**src/rtl/tap_rec.sv**
```systemverilog
// rtl/tap_rec.sv - tape-out pulse decoder writing TAP blocks (length + data) into tape RAM.
// Optional macro TAP_REC_CHECKSUM_EN adds a sticky block XOR error flag on state_dbg[3].
module tap_rec #(
    parameter logic [15:0] PILOT_MIN   = 16'd2000,
    parameter logic [15:0] PILOT_MAX   = 16'd2500,
    parameter logic [8:0]  PILOT_COUNT = 9'd256,
    parameter logic [15:0] SYNC_MAX    = 16'd780,
    parameter logic [16:0] BIT_THRESH  = 17'd2565,
    parameter logic [15:0] BIT_MAX     = 16'd2000,
    parameter logic [15:0] TIMEOUT     = 16'd7000
) (
    input  logic        clock,
    input  logic        reset_n,
    input  logic        record,
    input  logic        ear,
    output logic [15:0] tap_address,
    output logic [7:0]  tap_wdata,
    output logic        tap_we,
    output logic [7:0]  blocks,
    output logic        busy,
    output logic [3:0]  state_dbg
);

    typedef enum logic [3:0] {
        S_IDLE   = 4'd0,
        S_SEEK   = 4'd1,
        S_ARMED  = 4'd2,
        S_SYNC2  = 4'd3,
        S_DATA   = 4'd4,
        S_FIN    = 4'd5,
        S_LEN_LO = 4'd6,
        S_LEN_HI = 4'd7
    } state_t;

    state_t      state_q, state_d;
    logic        ear_s1_q, ear_s2_q, ear_s3_q;
    logic [15:0] cnt_q;
    logic [8:0]  pilot_n_q, pilot_n_d;
    logic [15:0] ptr_q, ptr_d;
    logic [15:0] base_q, base_d;
    logic [15:0] len_q, len_d;
    logic [2:0]  bitn_q, bitn_d;
    logic        half_q, half_d;
    logic [15:0] h1_q, h1_d;
    logic [7:0]  shreg_q, shreg_d;
    logic [7:0]  blocks_q, blocks_d;
    logic [15:0] addr_q, addr_d;
    logic [7:0]  wdata_q, wdata_d;
    logic        we_q, we_d;
`ifdef TAP_REC_CHECKSUM_EN
    logic [7:0]  xor_q, xor_d;
    logic        err_q, err_d;
`endif

    logic        edge_det, timeout, is_pilot, bit_val;
    logic [15:0] w;
    logic [16:0] sum;
    logic [7:0]  byte_nxt;

    assign edge_det = ear_s2_q ^ ear_s3_q;
    assign w        = cnt_q;
    assign timeout  = !edge_det && (cnt_q == TIMEOUT);
    assign is_pilot = (w >= PILOT_MIN) && (w <= PILOT_MAX);
    assign sum      = {1'b0, h1_q} + {1'b0, w};
    assign bit_val  = (sum >= BIT_THRESH);
    assign byte_nxt = {shreg_q[6:0], bit_val};

    // Synchronizer plus half-pulse width counter; runs in every state.
    always_ff @(posedge clock) begin
        if (!reset_n) begin
            ear_s1_q <= 1'b0;
            ear_s2_q <= 1'b0;
            ear_s3_q <= 1'b0;
            cnt_q    <= 16'd0;
        end else begin
            ear_s1_q <= ear;
            ear_s2_q <= ear_s1_q;
            ear_s3_q <= ear_s2_q;
            if (edge_det)
                cnt_q <= 16'd1;
            else if (cnt_q != 16'hFFFF)
                cnt_q <= cnt_q + 16'd1;
        end
    end

    always_ff @(posedge clock) begin
        if (!reset_n) begin
            state_q   <= S_IDLE;
            pilot_n_q <= 9'd0;
            ptr_q     <= 16'd0;
            base_q    <= 16'd0;
            len_q     <= 16'd0;
            bitn_q    <= 3'd7;
            half_q    <= 1'b0;
            h1_q      <= 16'd0;
            shreg_q   <= 8'd0;
            blocks_q  <= 8'd0;
            addr_q    <= 16'd0;
            wdata_q   <= 8'd0;
            we_q      <= 1'b0;
`ifdef TAP_REC_CHECKSUM_EN
            xor_q     <= 8'd0;
            err_q     <= 1'b0;
`endif
        end else begin
            state_q   <= state_d;
            pilot_n_q <= pilot_n_d;
            ptr_q     <= ptr_d;
            base_q    <= base_d;
            len_q     <= len_d;
            bitn_q    <= bitn_d;
            half_q    <= half_d;
            h1_q      <= h1_d;
            shreg_q   <= shreg_d;
            blocks_q  <= blocks_d;
            addr_q    <= addr_d;
            wdata_q   <= wdata_d;
            we_q      <= we_d;
`ifdef TAP_REC_CHECKSUM_EN
            xor_q     <= xor_d;
            err_q     <= err_d;
`endif
        end
    end

    always_comb begin
        state_d   = state_q;
        pilot_n_d = pilot_n_q;
        ptr_d     = ptr_q;
        base_d    = base_q;
        len_d     = len_q;
        bitn_d    = bitn_q;
        half_d    = half_q;
        h1_d      = h1_q;
        shreg_d   = shreg_q;
        blocks_d  = blocks_q;
        addr_d    = addr_q;
        wdata_d   = wdata_q;
        we_d      = 1'b0;
`ifdef TAP_REC_CHECKSUM_EN
        xor_d     = xor_q;
        err_d     = err_q;
`endif
        case (state_q)
            S_IDLE: begin
                if (record) begin
                    state_d   = S_SEEK;
                    pilot_n_d = 9'd0;
                end
            end
            S_SEEK: begin
                if (!record)
                    state_d = S_IDLE;
                else if (pilot_n_q >= PILOT_COUNT)
                    state_d = S_ARMED;
                else if (edge_det && is_pilot) begin
                    if (pilot_n_q != 9'h1FF)
                        pilot_n_d = pilot_n_q + 9'd1;
                end else if (edge_det || timeout)
                    pilot_n_d = 9'd0;
            end
            S_ARMED: begin
                if (!record)
                    state_d = S_IDLE;
                else if (edge_det && is_pilot)
                    state_d = S_ARMED;
                else if (edge_det && (w < SYNC_MAX))
                    state_d = S_SYNC2;
                else if (edge_det || timeout) begin
                    state_d   = S_SEEK;
                    pilot_n_d = 9'd0;
                end
            end
            S_SYNC2: begin
                if (!record)
                    state_d = S_IDLE;
                else if (edge_det && (w < SYNC_MAX)) begin
                    state_d = S_DATA;
                    ptr_d   = base_q + 16'd2;
                    len_d   = 16'd0;
                    bitn_d  = 3'd7;
                    half_d  = 1'b0;
`ifdef TAP_REC_CHECKSUM_EN
                    xor_d   = 8'd0;
`endif
                end else if (edge_det || timeout) begin
                    state_d   = S_SEEK;
                    pilot_n_d = 9'd0;
                end
            end
            S_DATA: begin
                if (!record || timeout || (edge_det && (w >= BIT_MAX)))
                    state_d = S_FIN;
                else if (edge_det && !half_q) begin
                    h1_d   = w;
                    half_d = 1'b1;
                end else if (edge_det) begin
                    half_d  = 1'b0;
                    shreg_d = byte_nxt;
                    if (bitn_q == 3'd0) begin
                        we_d    = 1'b1;
                        addr_d  = ptr_q;
                        wdata_d = byte_nxt;
                        ptr_d   = ptr_q + 16'd1;
                        len_d   = len_q + 16'd1;
                        bitn_d  = 3'd7;
`ifdef TAP_REC_CHECKSUM_EN
                        xor_d   = xor_q ^ byte_nxt;
`endif
                    end else begin
                        bitn_d = bitn_q - 3'd1;
                    end
                end
            end
            S_FIN: begin
                // Any partially shifted byte is dropped simply by never writing it.
                if (len_q == 16'd0) begin
                    ptr_d     = base_q;
                    state_d   = record ? S_SEEK : S_IDLE;
                    pilot_n_d = 9'd0;
                end else begin
                    state_d = S_LEN_LO;
`ifdef TAP_REC_CHECKSUM_EN
                    if (xor_q != 8'd0)
                        err_d = 1'b1;
`endif
                end
            end
            S_LEN_LO: begin
                we_d    = 1'b1;
                addr_d  = base_q;
                wdata_d = len_q[7:0];
                state_d = S_LEN_HI;
            end
            S_LEN_HI: begin
                we_d      = 1'b1;
                addr_d    = base_q + 16'd1;
                wdata_d   = len_q[15:8];
                base_d    = ptr_q;
                blocks_d  = blocks_q + 8'd1;
                state_d   = record ? S_SEEK : S_IDLE;
                pilot_n_d = 9'd0;
            end
            default: state_d = S_IDLE;
        endcase
    end

    assign tap_address = addr_q;
    assign tap_wdata   = wdata_q;
    assign tap_we      = we_q;
    assign blocks      = blocks_q;
    assign busy        = (state_q != S_IDLE);
`ifdef TAP_REC_CHECKSUM_EN
    assign state_dbg   = err_q ? {1'b1, state_q[2:0]} : state_q;
`else
    assign state_dbg   = state_q;
`endif

endmodule

```
**config.mk**
```make
export PLATFORM = sky130hd
export DESIGN_NAME = tap_rec
export DESIGN_NICKNAME = d
export VERILOG_FILES = /design/src/rtl/tap_rec.sv
export SDC_FILE = /design/constraint.sdc
export NUM_CORES = 1
export LEC_CHECK = 0
export CORE_AREA = 2 2 124 126
export DETAILED_ROUTE_END_ITERATION = 7
export DIE_AREA = 0 0 126 128
export PLACE_DENSITY = 0.74
export SYNTH_ARGS = -nofsm -noshare
export SYNTH_HDL_FRONTEND = slang
export SYNTH_SLANG_ARGS = --single-unit
```
**constraint.sdc**
```tcl
create_clock -name clock -period 3.45 [get_ports clock]
set_clock_uncertainty 0.1 [all_clocks]
set_input_delay 0.69 -clock clock [delete_from_list [all_inputs] [get_ports clock]]
set_output_delay 0.69 -clock clock [all_outputs]
set_load 0.01 [all_outputs]
```
==> After elaboration in Yosys (flattened, before gate mapping) <==
Index checks and enable logic that the tools add are counted.
{ "totals": {"out_inout_bits": 38, "reg_bits": 140} }
{ "classes": {"reduce_logical": 32, "n_addsub": 9, "muxes": 70, "order_cmp": 5, "n_bitwise": 4, "n_eq_ne": 26} }
{ "ops": {"columns": ["cell", "n"], "rows": [
  ["16-bit 2-to-1 mux", 17],
  ["9-bit 2-to-1 mux", 11],
  ["16-bit case mux with 3 select lines", 2],
  ["16-bit by 1-bit adder with 16-bit output (second input constant)", 4],
  ["9-bit case mux with 6 select lines", 1],
  ["4-bit 2-to-1 mux", 10],
  ["8-bit 2-to-1 mux", 4],
  ["16-bit case mux with 2 select lines", 1],
  ["4-bit case mux with 8 select lines", 1],
  ["2-bit inequality test (second input constant)", 13],
  ["8-bit case mux with 3 select lines", 1],
  ["3-bit 2-to-1 mux", 7],
  ["16-bit by 16-bit adder with 17-bit output", 1],
  ["17-bit by 12-bit >= comparator with 1-bit output (second input constant)", 1],
  ["16-bit by 2-bit adder with 16-bit output (second input constant)", 1],
  ["16-bit by 13-bit equality test with 1-bit output (second input constant)", 1],
  ["4-bit by 3-bit equality test with 1-bit output (second input constant)", 4],
  ["16-bit by 11-bit >= comparator with 1-bit output (second input constant)", 1],
  ["16-bit by 12-bit <= comparator with 1-bit output (second input constant)", 1],
  ["16-bit zero test", 1],
  ["16-bit by 10-bit < comparator with 1-bit output (second input constant)", 1],
  ["16-bit inequality test (second input constant)", 1],
  ["1-bit 2-to-1 mux", 12],
  ["5-bit AND reduction", 2],
  ["28 further kinds", 47]
]} }

==> Depth between registers and ports, before layout <==
Gate-level depths: netlist of the first run.
{ "logic_depth": {"ltp_word": 9, "ltp_mapped": 11, "depth_no_buf": 11} }

==> Worst setup path after synthesis of the first run <==
Ideal clock, no wire load.
{ "synth_timing": {"path_kind": "register -> register", "start": "reg cnt_q[0]", "end": "reg wdata_q[0] (netlist: tap_wdata[0])", "period_less_slack_ns": 3.080, "path_slack_ns": 0.370, "t_arrival_ns": 2.858, "path_buffers": 0, "setup_ns": 0.122, "stages_incl_launch_ff": 12, "required_time_ns": 3.228, "cell_sequence": "dfxtp_1 ha_1 inv_1 fa_1 nor2b_1 o31ai_1 nor2b_1 mux2i_1 or4b_1 a31o_1 a211o_1 o311a_1"} }
{ "synth_via": {"elab_chain_cells": 7} }
{ "synth_lines": {"columns": ["item", "line_no", "text"], "rows": [
  ["from (decl)", "37", "logic [15:0] cnt_q;"],
  ["from (signal assigned)", "82", "cnt_q <= cnt_q + 16'd1;"],
  ["16-bit by 16-bit adder with 17-bit output", "64", "assign sum = {1'b0, h1_q} + {1'b0, w};"],
  ["17-bit by 12-bit >= comparator with 1-bit output", "65", "assign bit_val = (sum >= BIT_THRESH);"],
  ["8-bit 2-to-1 mux", "200", "if (bitn_q == 3'd0) begin"],
  ["8-bit 2-to-1 mux", "197", "end else if (edge_det) begin"],
  ["8-bit 2-to-1 mux", "194", "else if (edge_det && !half_q) begin"],
  ["8-bit 2-to-1 mux", "192", "if (!record || timeout || (edge_det && (w >= BIT_MAX)))"],
  ["8-bit case mux with 3 select lines", "144", "case (state_q)"],
  ["to (signal assigned)", "117", "wdata_q <= wdata_d;"],
  ["to (decl)", "48", "logic [7:0] wdata_q, wdata_d;"]
]} }
Several ways; a longest one is shown, not always the timed one. The select of a mux whose other input is x is not followed.
A chain may end at the register's enable or synchronous reset.

==> Worst setup path after layout of the first run <==
{ "layout_timing": {"start": "reg cnt_q[1]", "end": "reg wdata_q[0] (netlist: tap_wdata[0])"} }
Same word-level chain as after synthesis.

==> key figures, run 1 <==
Timing
  • Worst slew margin: a little over two fifths
  • Period minus WS final: between 3 and 4 ns
  • Max frequency: approximately 310 MHz
  • Fin. Hold Viols: 0
  • Setup violators final: 0
  • Worst-margin pin slew: between 0.8 and 0.9 ns
  • Final count of pins violating max slew: 0
  • RSZ-0062 raised after global routing: false
  • Min Hold Slack: 0.339 ns
  • Setup TNS: 0 ns
  • Period utilization: 93.4%

Detailed routing
  • Final ANT Viol Nets: 0
  • Avg WL per Cell: roughly 16 microns
  • Final WL: 19,700 microns
  • Met2 WL: about 9000 microns
  • DRT met1 WL: approximately 9400 microns
  • Max Used Layer: met4
  • DRC: 0
  • Number of DRC markers in iteration 0: approximately 710
  • Via-per-instance ratio: between 5 and 6
  • DR pass1 iterations: 7
  • Met3 Wirelength: 1070 microns
  • Vias: between 7,000 and 8,000

Floorplan
  • Die W: 126 microns
  • Die area: 0.0161 sq mm
  • Initial Util: 54.2%
  • Core Area: approximately 0.015 sq mm
  • IO Count: 42
  • Cell row count: 45
  • Die Ht: approximately 130 microns

Finish
  • Layout Nets: 1,089
  • Design area: 0.00924 sq mm
  • Fillers: 1,331
  • Layout area overhead: 14.8%
  • # diodes: 0
  • Final Core Density: a little over 60%
  • Layout Cells excl Fill: 1,257
  • Layout cells sized above 1: 7.86%

Worst setup path
  • Worst-case reg-to-reg path depth: 9
  • Arr. time, crit path: 3.44 ns
  • Cells along the critical path: ha_1, a211oi_1, nor2_1, o21ai_0, nand4b_1, or4b_1, a31o_1, a211o_1, o311a_1
  • Worst EP required: approximately 3.7 ns
  • CP max stage cell: or4b_1
  • Startpoint Class: flip-flop
  • Crit path kind: reg -> reg
  • CP endpoint kind: flip-flop
  • Crit path largest cell delay: roughly 0.54 ns
  • Max Fanout on Critical Path: 6

Synthesis
  • Mean Syn Cell Area: between 7 and 8 sq um
  • Complex-gate fraction of the synthesized area: between 20% and 30%
  • List of most frequent post-synthesis cells: nor2_1 (155), dfxtp_1 (140), nand2_1 (99)
  • Synth area leader: dfxtp_1
  • XOR/XNOR Fraction of Synth Area: under 10%
  • Synth Register Bits: 140
  • Top cells by area, synth: dfxtp_1 (35%), nor2_1 (7.2%), a21oi_1 (6.1%)
  • Synth Area in Adders: 4.60%
  • Sequential-to-total area share from yosys stat: a little over a third
  • Mapped Nets: approximately 1,100
  • Syn Std Cell Area: 0.00805 sq mm
  • Top_reg_cell synth: dfxtp_1
  • Post-Synth Simple-Gate Area: about a quarter
  • Yosys top cell area share: 34.8%
  • Number of flops mapped to enable cells by yosys: 0
  • Multiplexer share of the synthesized area: between 3 and 4%
  • Most instantiated library cell after synthesis: nor2_1
  • Cell count after synthesis: approximately 1,000
  • Yosys warning count: 0
  • Distinct cell type count after synthesis: 75
  • Largest family of logic cells by synthesized area: simple AND/OR/NAND/NOR gates
  • Post-synthesis async set-or-reset flop share: 0%

Placed design
  • Placed Instance Area: between 0.008 and 0.009 sq mm
  • Port Buf Inserts: slightly above 40
  • Dpl hpwl: 13,800 microns
  • Placer Congestion: a little over 0.9
  • Placed insts: between 1,000 and 1,500

Hold path
  • Hold Crit Class: reg -> reg
  • Min-Delay Path Depth: 1

Global route
  • First-pass GRT wire length: roughly 34,000 microns
  • Antenna violations before repair: 0
  • Tot GR Track Use: 25.1%
  • Largest net degree at the start of global routing: between 50 and 60
  • Vias in the first global route: between 6,000 and 7,000
  • Total grt overflow: 0

Clock network
  • CTS tree: yes
  • Total CTS buffers: 17
  • Clk sinks: 140
  • Clk_lat worst skew: between 0.4 and 0.5 ns
  • PostCTS Resize Cnt: 0
  • H-Tree Depth: 4
  • Hold Buf Count CTS: 0
  • Post-CTS setup buffers: 0
  • Clock transition at path regs: ~0.060 ns
  • Root Buffer: clkbuf_16
  • Clock Path Buffers: 2

Power and ir drop
  • VDD IR max: ~0.35 mV
  • Pwr Density: 382 mW/mm^2
  • Static leakage: ~3.5 nW

Status
  • Status: finished, final reports clean

Job
  • Max-cap viol count: 0
## cell type report
| type | count | area (sq um) | share of cell area [%] |
|---|---|---|---|
| inverters | 21 | 78.8 | 0.853 |
| clock inverters | 13 | 141 | 1.53 |
| repair buffers | 70 | 628 | 6.80 |
| clock buffers | 19 | 433 | 4.69 |
| multi-input cells | 806 | 4920 | 53.3 |
| well taps | 188 | 235 | 2.55 |
| flip-flops and latches | 140 | 2800 | 30.3 |
## metrics by stage
stage	setup slack [ns]	power (mW)
after global placement	0.303	1.78
after CTS	0.258	3.56
final	0.229	3.53
after global routing	0.0320	3.64
after detailed placement	0.262	1.78
after floorplan	0.370	1.74
## routing by layer
layer  GRT usage (%)  up-vias
met5               0        -
met4            7.05        0
met3            5.55       24
met2            40.8      236
met1            33.8     3494
li1                -     3756
## logic make-up (layout without fill, tap and decap cells)
logic type	Yosys count	after routing
AOI/OAI and AO/OA	258	258
xor gates and xnor gates	55	55
adders and majority gates	29	29
buffers and inverters	87	123
DFF	140	140
muxes	30	30
other	1	1
and+or+nand+nor	433	433
## flip-flops by register name, summed over array words and instances, names as in the netlist, 4 cells and up
register,flops
base_q,16
blocks,8
cnt_q,16
h1_q,16
len_q,16
pilot_n_q,9
ptr_q,16
shreg_q,7
state_dbg,4
tap_address,16
tap_wdata,8
## where the power goes
group	internal [mW]	switching (mW)	leakage, nW	total, mW
Sequential	1.62	0.00504	1.13	1.63
Combinational	0.0387	0.0778	2.08	0.116
Clock	1.07	0.718	0.274	1.79
## layout by cell type, fill, tap and decap left out, types with 4 or more instances in the layout
cell	synthesis	final
clkbuf_16	0	17
dfxtp_1	140	140
mux2i_1	30	30
buf_4	0	29
a21oi_1	98	98
nand3_1	45	45
o22ai_1	10	10
nor2_2	5	5
o211a_1	6	6
a21o_1	4	4
clkdlybuf4s50_1	0	41
and2_1	11	11
a211oi_1	31	31
o21a_1	9	9
o2111ai_1	4	4
nor4_1	6	6
ha_1	28	28
or3_1	6	6
o21ai_1	9	9
nand2b_1	8	8
a211o_1	6	6
inv_1	20	19
o21bai_1	5	5
xnor2_1	22	22
nor3_1	16	15
and3_1	21	21
xor2_1	33	33
o31ai_1	5	5
a31oi_1	7	7
nor2_1	155	154
and4_1	4	4
nor3_2	3	4
nand4_1	33	33
nand4b_1	5	5
o21ai_0	30	30
nand2_1	99	99
## worst max-delay path, delay by kind of cell (launching register included)
family | cells | cell delay [ns]
flip-flops | 1 | 0.35
AND/OR/NAND/NOR | 3 | 0.77
AO/OA/AOI/OAI | 5 | 1.58
adder cells (fa/ha/maj) | 1 | 0.32
## worst paths after layout
path            start            to  slack, ns
max reg2reg  cnt_q[1]  tap_wdata[0]       0.23
min reg2reg  ear_s1_q      ear_s2_q       0.34
max          cnt_q[1]  tap_wdata[0]       0.23
min          ear_s1_q      ear_s2_q       0.34
(Power assumes the default switching activity.)
==> run 2, diff against run 1 <==
--- a/config.mk
+++ b/config.mk
@@ -5,9 +5,9 @@
 export SDC_FILE = /design/constraint.sdc
 export NUM_CORES = 1
 export LEC_CHECK = 0
-export CORE_AREA = 2 2 124 126
+export CORE_AREA = 8 8 130 132
 export DETAILED_ROUTE_END_ITERATION = 7
-export DIE_AREA = 0 0 126 128
+export DIE_AREA = 0 0 138 140
 export PLACE_DENSITY = 0.74
 export SYNTH_ARGS = -nofsm -noshare
 export SYNTH_HDL_FRONTEND = slang
==> constraint.sdc (replaced) <==
create_clock -name clock -period 3.5 [get_ports clock]
set_clock_uncertainty 0.1 [all_clocks]
set_input_delay 0.7 -clock clock [delete_from_list [all_inputs] [get_ports clock]]
set_output_delay 0.7 -clock clock [all_outputs]
set_load 0.01 [all_outputs]
==> run 2 against run 1 <==
- via count is 0.60% higher
- global-route usage down 4.4 points
- total power rose by 2.7%
- routed wire length grew 3.0%
- cell area increased by 0.47%
- non-clock buffer count decreased by 1
- final cell count barely moved
- register-to-register slack is essentially flat
- clock-buffer cell count is 1 lower
- worst hold slack got worse by 0.0036 ns
- combinational power about the same
- utilization up 0.29 points
==> key figures, run 2 (synthesis results as in run 1) <==
Power and ir drop
  • Pwr Total: 3.62 mW (+2.7%)
  • Pwr Density: 390 mW/mm^2 (+2.2%)
  • VDD IR max: 0.328 mV (-5.3%)
  • Static leakage: 3.50 nW (+0.38%)

Timing
  • Period minus WS final: 3.28 ns (+0.0572 ns)
  • Worst slew margin: 47.4% (+3.8 points)
  • Period utilization: 93.7% (+0.30 points)
  • Final count of pins violating max slew: 0 (unchanged)
  • Max frequency: 305 MHz (-1.7%)
  • Setup TNS: 0 ns (unchanged)
  • Setup violators final: 0 (unchanged)
  • Worst-margin pin slew: 0.784 ns (-0.0573 ns)
  • RSZ-0062 raised after global routing: false
  • Fin. Hold Viols: 0 (unchanged)

Global route
  • Vias in the first global route: 6,718 (-2.5%)
  • Largest net degree at the start of global routing: 51 (-3.8%)
  • Tot GR Track Use: 20.7% (-4.4 points)
  • Total grt overflow: 0 (unchanged)
  • Antenna violations before repair: 0 (unchanged)
  • First-pass GRT wire length: 34,100 microns (+1.3%)

Clock network
  • CTS tree: yes
  • Clk_lat worst skew: 0.43 ns (about the same)
  • Clk sinks: 140 (unchanged)
  • Hold Buf Count CTS: 0 (unchanged)
  • Total CTS buffers: 17 (unchanged)
  • Clock Path Buffers: 2 (unchanged)
  • Clock transition at path regs: 0.06 ns (about the same)
  • H-Tree Depth: 4 (unchanged)
  • Root Buffer: clkbuf_16

Worst setup path
  • Worst path bufs/invs: 1 (+1)
  • CP endpoint kind: flip-flop
  • Worst EP required: 3.72 ns (+0.05 ns)
  • CP max stage cell: or4b_1
  • Crit path kind: reg -> reg
  • Crit path largest cell delay: 0.57 ns (+0.03 ns)
  • Reg2reg start: cnt_q[0]
  • Cells along the critical path: ha_1, inv_1, fa_1, nor2b_1, o31ai_1, nor2b_1, mux2i_1, or4b_1, a31o_1, a211o_1, o311a_1
  • Max Fanout on Critical Path: 7 (+1)
  • Startpoint Class: flip-flop
  • Crit. Startpoint: cnt_q[0]
  • Arr. time, crit path: 3.49 ns (+0.05 ns)
  • Most used cell, CP: nor2b_1
  • Crit-path leading delay family: compound AO/OA/AOI/OAI gates

Finish
  • Area of the multi-input gates: 0.00492 sq mm (unchanged)
  • Layout area overhead: 15.3%
  • # diodes: 0 (unchanged)
  • Commonest cells after routing, fill and taps aside: nor2_1 (154), dfxtp_1 (139), nand2_1 (99)
  • FF/Latch Area: 0.00280 sq mm (about the same)
  • Commonest non-fill, non-tap cell in the layout: nor2_1
  • Layout Nets: 1,088 (-0.092%)
  • Layout cells sized above 1: 8.05% (+0.19 points)
  • Fillers: 1,306 (-1.9%)

Detailed routing
  • Avg WL per Cell: 16.2 microns (+3.1%)
  • Via-per-instance ratio: 6.02 (+0.68%)
  • Max Used Layer: met4
  • Vias: 7,555 (+0.60%)
  • DRT met1 WL: 9380 microns (-0.13%)
  • Met3 Wirelength: 1260 microns (+18%)
  • Met2 WL: 9390 microns (+3.9%)
  • Number of DRC markers in iteration 0: 737 (+4.4%)
  • Final WL: 20,300 microns (+3.0%)
  • DRC: 0 (unchanged)
  • DR pass1 iterations: 6 (-1)
  • Final ANT Viol Nets: 0 (unchanged)

Floorplan
  • Cell row count: 45 (unchanged)
  • Die W: 138 microns (+9.5%)
  • Core Area: 0.0149 sq mm (unchanged)
  • Die Ht: 140 microns (+9.4%)
  • IO Count: 42 (unchanged)
  • Die area: 0.0193 sq mm (+20%)
  • Initial Util: 54.2% (unchanged)

Job
  • Max-cap viol count: 0 (unchanged)

Placed design
  • Port Buf Inserts: 41 (unchanged)
  • Dpl hpwl: 14,100 microns (+1.5%)
  • Placer Congestion: 0.861 (-5.5%)

Hold path
  • Min-delay src: ear_s1_q
  • Hold Crit Class: reg -> reg

Status
  • Status: finished, final reports clean
-- run 2: changes by cell type in the layout (fill, tap and decap cells not counted) --
cell        previous run  this run
dfxtp_1              140       139
buf_4                 29        28
inv_8                  0         2
clkbuf_8               0         1
clkbuf_1               2         0
clkinv_2               3         0
clkinv_4               2         1
bufinv_16              2         3
clkinvlp_4             3         5
dfxtp_2                0         1
-- run 2: routing by layer --
metal / up-vias / global-route usage, %
met4: 0 / 6.86
met5: - / 0
li1: 3738 / -
met3: 27 / 3.99
met2: 269 / 32.7
met1: 3521 / 27.8
-- run 2: path summary, 6_finish.rpt --
path	end	slack, ns	cells after the start
min reg2reg	ear_s2_q	0.34	1
min	ear_s2_q	0.34	1
max reg2reg	tap_wdata[0]	0.22	11
max	tap_wdata[0]	0.22	11
-- run 2: cell type report --
class                   instances  area share, %
clock buffers                  18           4.73
clock inverters                14           1.99
inverters                      21          0.849
multi-input cells             806           53.0
flip-flops and latches        140           30.2
well taps                     188           2.53
repair buffers                 69           6.68
-- run 2: worst register-to-register path: cells and delay by family (launching register included) --
family          cells  cell delay [ns]
mux                 1             0.11
compound gates      4             1.00
fa+ha+maj           2             0.61
flops               1             0.39
simple gates        3             0.89
buf+inv             1             0.06
-- run 2: report_power, final --
group / total, mW / leakage [nW] / switching, mW / internal, mW
Clock: 1.90 / 0.290 / 0.747 / 1.16
Sequential: 1.61 / 1.13 / 0.00643 / 1.60
Combinational: 0.115 / 2.08 / 0.0777 / 0.0371
Total: 3.62 / 3.50 / 0.831 / 2.79
-- run 2: what timing repair did --
| action | 4_1_cts | 5_1_grt |
|---|---|---|
| buffers inserted | 0 | 0 |
| gates resized for setup | 0 | 1 |
| setup endpoints to repair | 0 | 1 |
-- run 2: through the flow --
stage          setup slack (ns)  util, %  cells  cell area (sq um)  hold WS [ns]
2_1_floorplan             0.420        -   1033               8050         0.312
3_3_place_gp              0.205     58.2   1224               8660         0.313
3_5_place_dp              0.185     58.2   1224               8660         0.327
4_1_cts                   0.163     62.4   1256               9280         0.341
5_1_grt                  0.0561     62.5   1256               9280         0.370
6_report                  0.221     62.5   1256               9280         0.336
==> run 3, diff against run 2 <==
--- a/config.mk
+++ b/config.mk
@@ -8,6 +8,7 @@
 export CORE_AREA = 8 8 130 132
 export DETAILED_ROUTE_END_ITERATION = 7
 export DIE_AREA = 0 0 138 140
+export GPL_TIMING_DRIVEN = 0
 export PLACE_DENSITY = 0.74
 export SYNTH_ARGS = -nofsm -noshare
 export SYNTH_HDL_FRONTEND = slang
==> run 3 against run 2 <==
- setup slack worse by 0.14 ns
- first-iteration DRC count grew 10%
- global-route usage increased by 1.6 points
- sequential cell count is the same
- non-clock buffer count is 38 higher
- largest cell class unchanged
- register-to-register slack got worse by 0.14 ns
- cell area increased by 0.46%
- final cell count grew 2.9%
- die area unchanged
- maximum frequency down 4.1%
- critical endpoint unchanged
==> key figures, run 3 (synthesis results as in run 1) <==
Status
  • Status: finished, final reports clean

Detailed routing
  • Final WL: 21,900 microns (+7.8%)
  • DR pass1 iterations: 5 (-1)
  • Vias: 7,758 (+2.7%)
  • Final ANT Viol Nets: 0 (unchanged)
  • Via-per-instance ratio: 6.00 (-0.25%)
  • Number of DRC markers in iteration 0: 812 (+10%)
  • Avg WL per Cell: 16.9 microns (+4.8%)
  • DRC: 0 (unchanged)

Global route
  • Largest net degree at the start of global routing: 17 (-67%)
  • Vias in the first global route: 6,964 (+3.7%)
  • Total grt overflow: 0 (unchanged)
  • Tot GR Track Use: 22.3% (+1.6 points)
  • Antenna violations before repair: 0 (unchanged)
  • First-pass GRT wire length: 36,200 microns (+6.1%)

Timing
  • Period minus WS final: 3.42 ns (+0.141 ns)
  • Fin. Hold Viols: 0 (unchanged)
  • Setup violators final: 0 (unchanged)
  • Period utilization: 97.7% (+4.0 points)
  • Max frequency: 292 MHz (-4.1%)
  • Worst slew margin: 45.8% (-1.7 points)
  • RSZ-0062 raised after global routing: false
  • Worst-margin pin slew: 0.810 ns (+0.0262 ns)
  • Setup TNS: 0 ns (unchanged)
  • Final count of pins violating max slew: 0 (unchanged)

Worst setup path
  • Startpoint Class: flip-flop
  • Worst EP required: 3.73 ns (about the same)
  • Most used cell, CP: nor2b_1
  • CP max stage cell: or4b_1
  • Crit path largest cell delay: 0.58 ns (about the same)
  • Arr. time, crit path: 3.64 ns (+0.15 ns)
  • CP endpoint kind: flip-flop
  • Max Fanout on Critical Path: 7 (unchanged)
  • Crit path kind: reg -> reg
  • Worst path bufs/invs: 1 (unchanged)
  • Crit-path leading delay family: compound AO/OA/AOI/OAI gates
  • Cells along the critical path: ha_1, inv_1, fa_1, nor2b_1, o31ai_1, nor2b_1, mux2i_1, or4b_1, a31o_1, a211o_1, o311a_1

Clock network
  • Clk sinks: 140 (unchanged)
  • Clock Path Buffers: 2 (unchanged)
  • Total CTS buffers: 17 (unchanged)
  • PostCTS Resize Cnt: 0 (unchanged)
  • Hold Buf Count CTS: 0 (unchanged)
  • Clock transition at path regs: 0.06 ns (about the same)
  • H-Tree Depth: 4 (unchanged)
  • Clk_lat worst skew: 0.43 ns (about the same)
  • Root Buffer: clkbuf_16
  • CTS tree: yes
  • Post-CTS setup buffers: 0 (unchanged)

Power and ir drop
  • Switching pwr: 792 uW (-4.7%)
  • Internal power: 2.86 mW (+2.6%)
  • Switching Share: 21.7% (-1.3 points)
  • Comb power frac: 3.3% (about the same)
  • Static leakage: 3.47 nW (-0.86%)
  • Clock power frac: 52.7% (+0.2 points)
  • Pwr Density: 392 mW/mm^2 (+0.46%)
  • VDD IR max: 0.378 mV (+15%)
  • Sequential power share: 44.0% (-0.3 points)

Floorplan
  • Die W: 138 microns (unchanged)
  • Core Area: 0.0149 sq mm (unchanged)
  • Cell row count: 45 (unchanged)
  • Die Ht: 140 microns (unchanged)
  • IO Count: 42 (unchanged)
  • Die area: 0.0193 sq mm (unchanged)
  • Initial Util: 54.2% (unchanged)

Placed design
  • Placer Congestion: 0.923 (+7.2%)
  • Dpl hpwl: 16,000 microns (+14%)
  • Port Buf Inserts: 41 (unchanged)

Finish
  • Layout cells sized above 1: 5.25% (-2.8 points)
  • Layout area overhead: 15.9%
  • Fillers: 1,321 (+1.1%)
  • Commonest non-fill, non-tap cell in the layout: nor2_1
  • Layout Nets: 1,126 (+3.5%)
  • # diodes: 0 (unchanged)
  • Commonest cells after routing, fill and taps aside: nor2_1 (155), dfxtp_1 (139), nand2_1 (99)
  • Final Core Density: 62.7% (+0.29 points)

Job
  • Max-cap viol count: 0 (unchanged)

Hold path
  • Hold Crit Class: reg -> reg
run 3: cell types whose count changed in the layout (fill, tap and decap cells not counted), moves of 3 or more:
| cell | previous run | this run |
|---|---|---|
| clkbuf_1 | 0 | 60 |
| buf_4 | 28 | 0 |
| buf_2 | 0 | 4 |
| clkinvlp_4 | 5 | 1 |
| buf_1 | 0 | 3 |
run 3: through the flow:
step                      total power [mW]  instance area [sq um]  setup WS [ns]  cells  hold WS, ns
after global placement                1.76                   8700         0.0605   1262        0.314
after global routing                  3.76                   9330         0.0180   1293        0.348
after CTS                             3.67                   9320         0.0300   1293        0.333
after floorplan                       1.72                   8050          0.420   1033        0.312
after detailed placement              1.76                   8700         0.0432   1262        0.319
final                                 3.66                   9330         0.0807   1293        0.331
run 3: metal layers:
metal / vias to the layer above / global-route usage (%) / wire length, microns / share of wire [%]
li1: 3813 / - / - / -
met1: 3641 / 29.7 / 10200 / 46
met2: 273 / 34.8 / 9780 / 45
met5: - / 0 / 0 / 0
met3: 31 / 5.48 / 1580 / 7.2
met4: 0 / 7.15 / 369 / 1.7
run 3: power by group through the flow:
stage / clock network [mW] / registers (mW) / logic (mW)
6_report: 1.93 / 1.61 / 0.122
5_1_grt: 2.02 / 1.61 / 0.133
4_1_cts: 1.95 / 1.61 / 0.120
3_5_place_dp: 0 / 1.64 / 0.120
3_3_place_gp: 0 / 1.64 / 0.119
2_1_floorplan: 0 / 1.64 / 0.0779
run 3: cell type report:
class	count	area (sq um)	area share (%)
Timing Repair Buffer	41	410	4.40
Tap cell	188	235	2.52
Sequential cell	140	2800	30.1
Buffer	66	260	2.79
Multi-Input combinational cell	806	4910	52.7
Clock buffer	21	460	4.94
Clock inverter	10	164	1.76
Inverter	21	78.8	0.845
run 3: worst paths after layout:
check                              start      endpoint  slack, ns  cells past startpoint
worst max register to register  cnt_q[0]  tap_wdata[0]       0.08                     11
worst min register to register  ear_s1_q      ear_s2_q       0.33                      1
worst min-delay path            ear_s1_q      ear_s2_q       0.33                      1
worst max-delay path            cnt_q[0]  tap_wdata[0]       0.08                     11
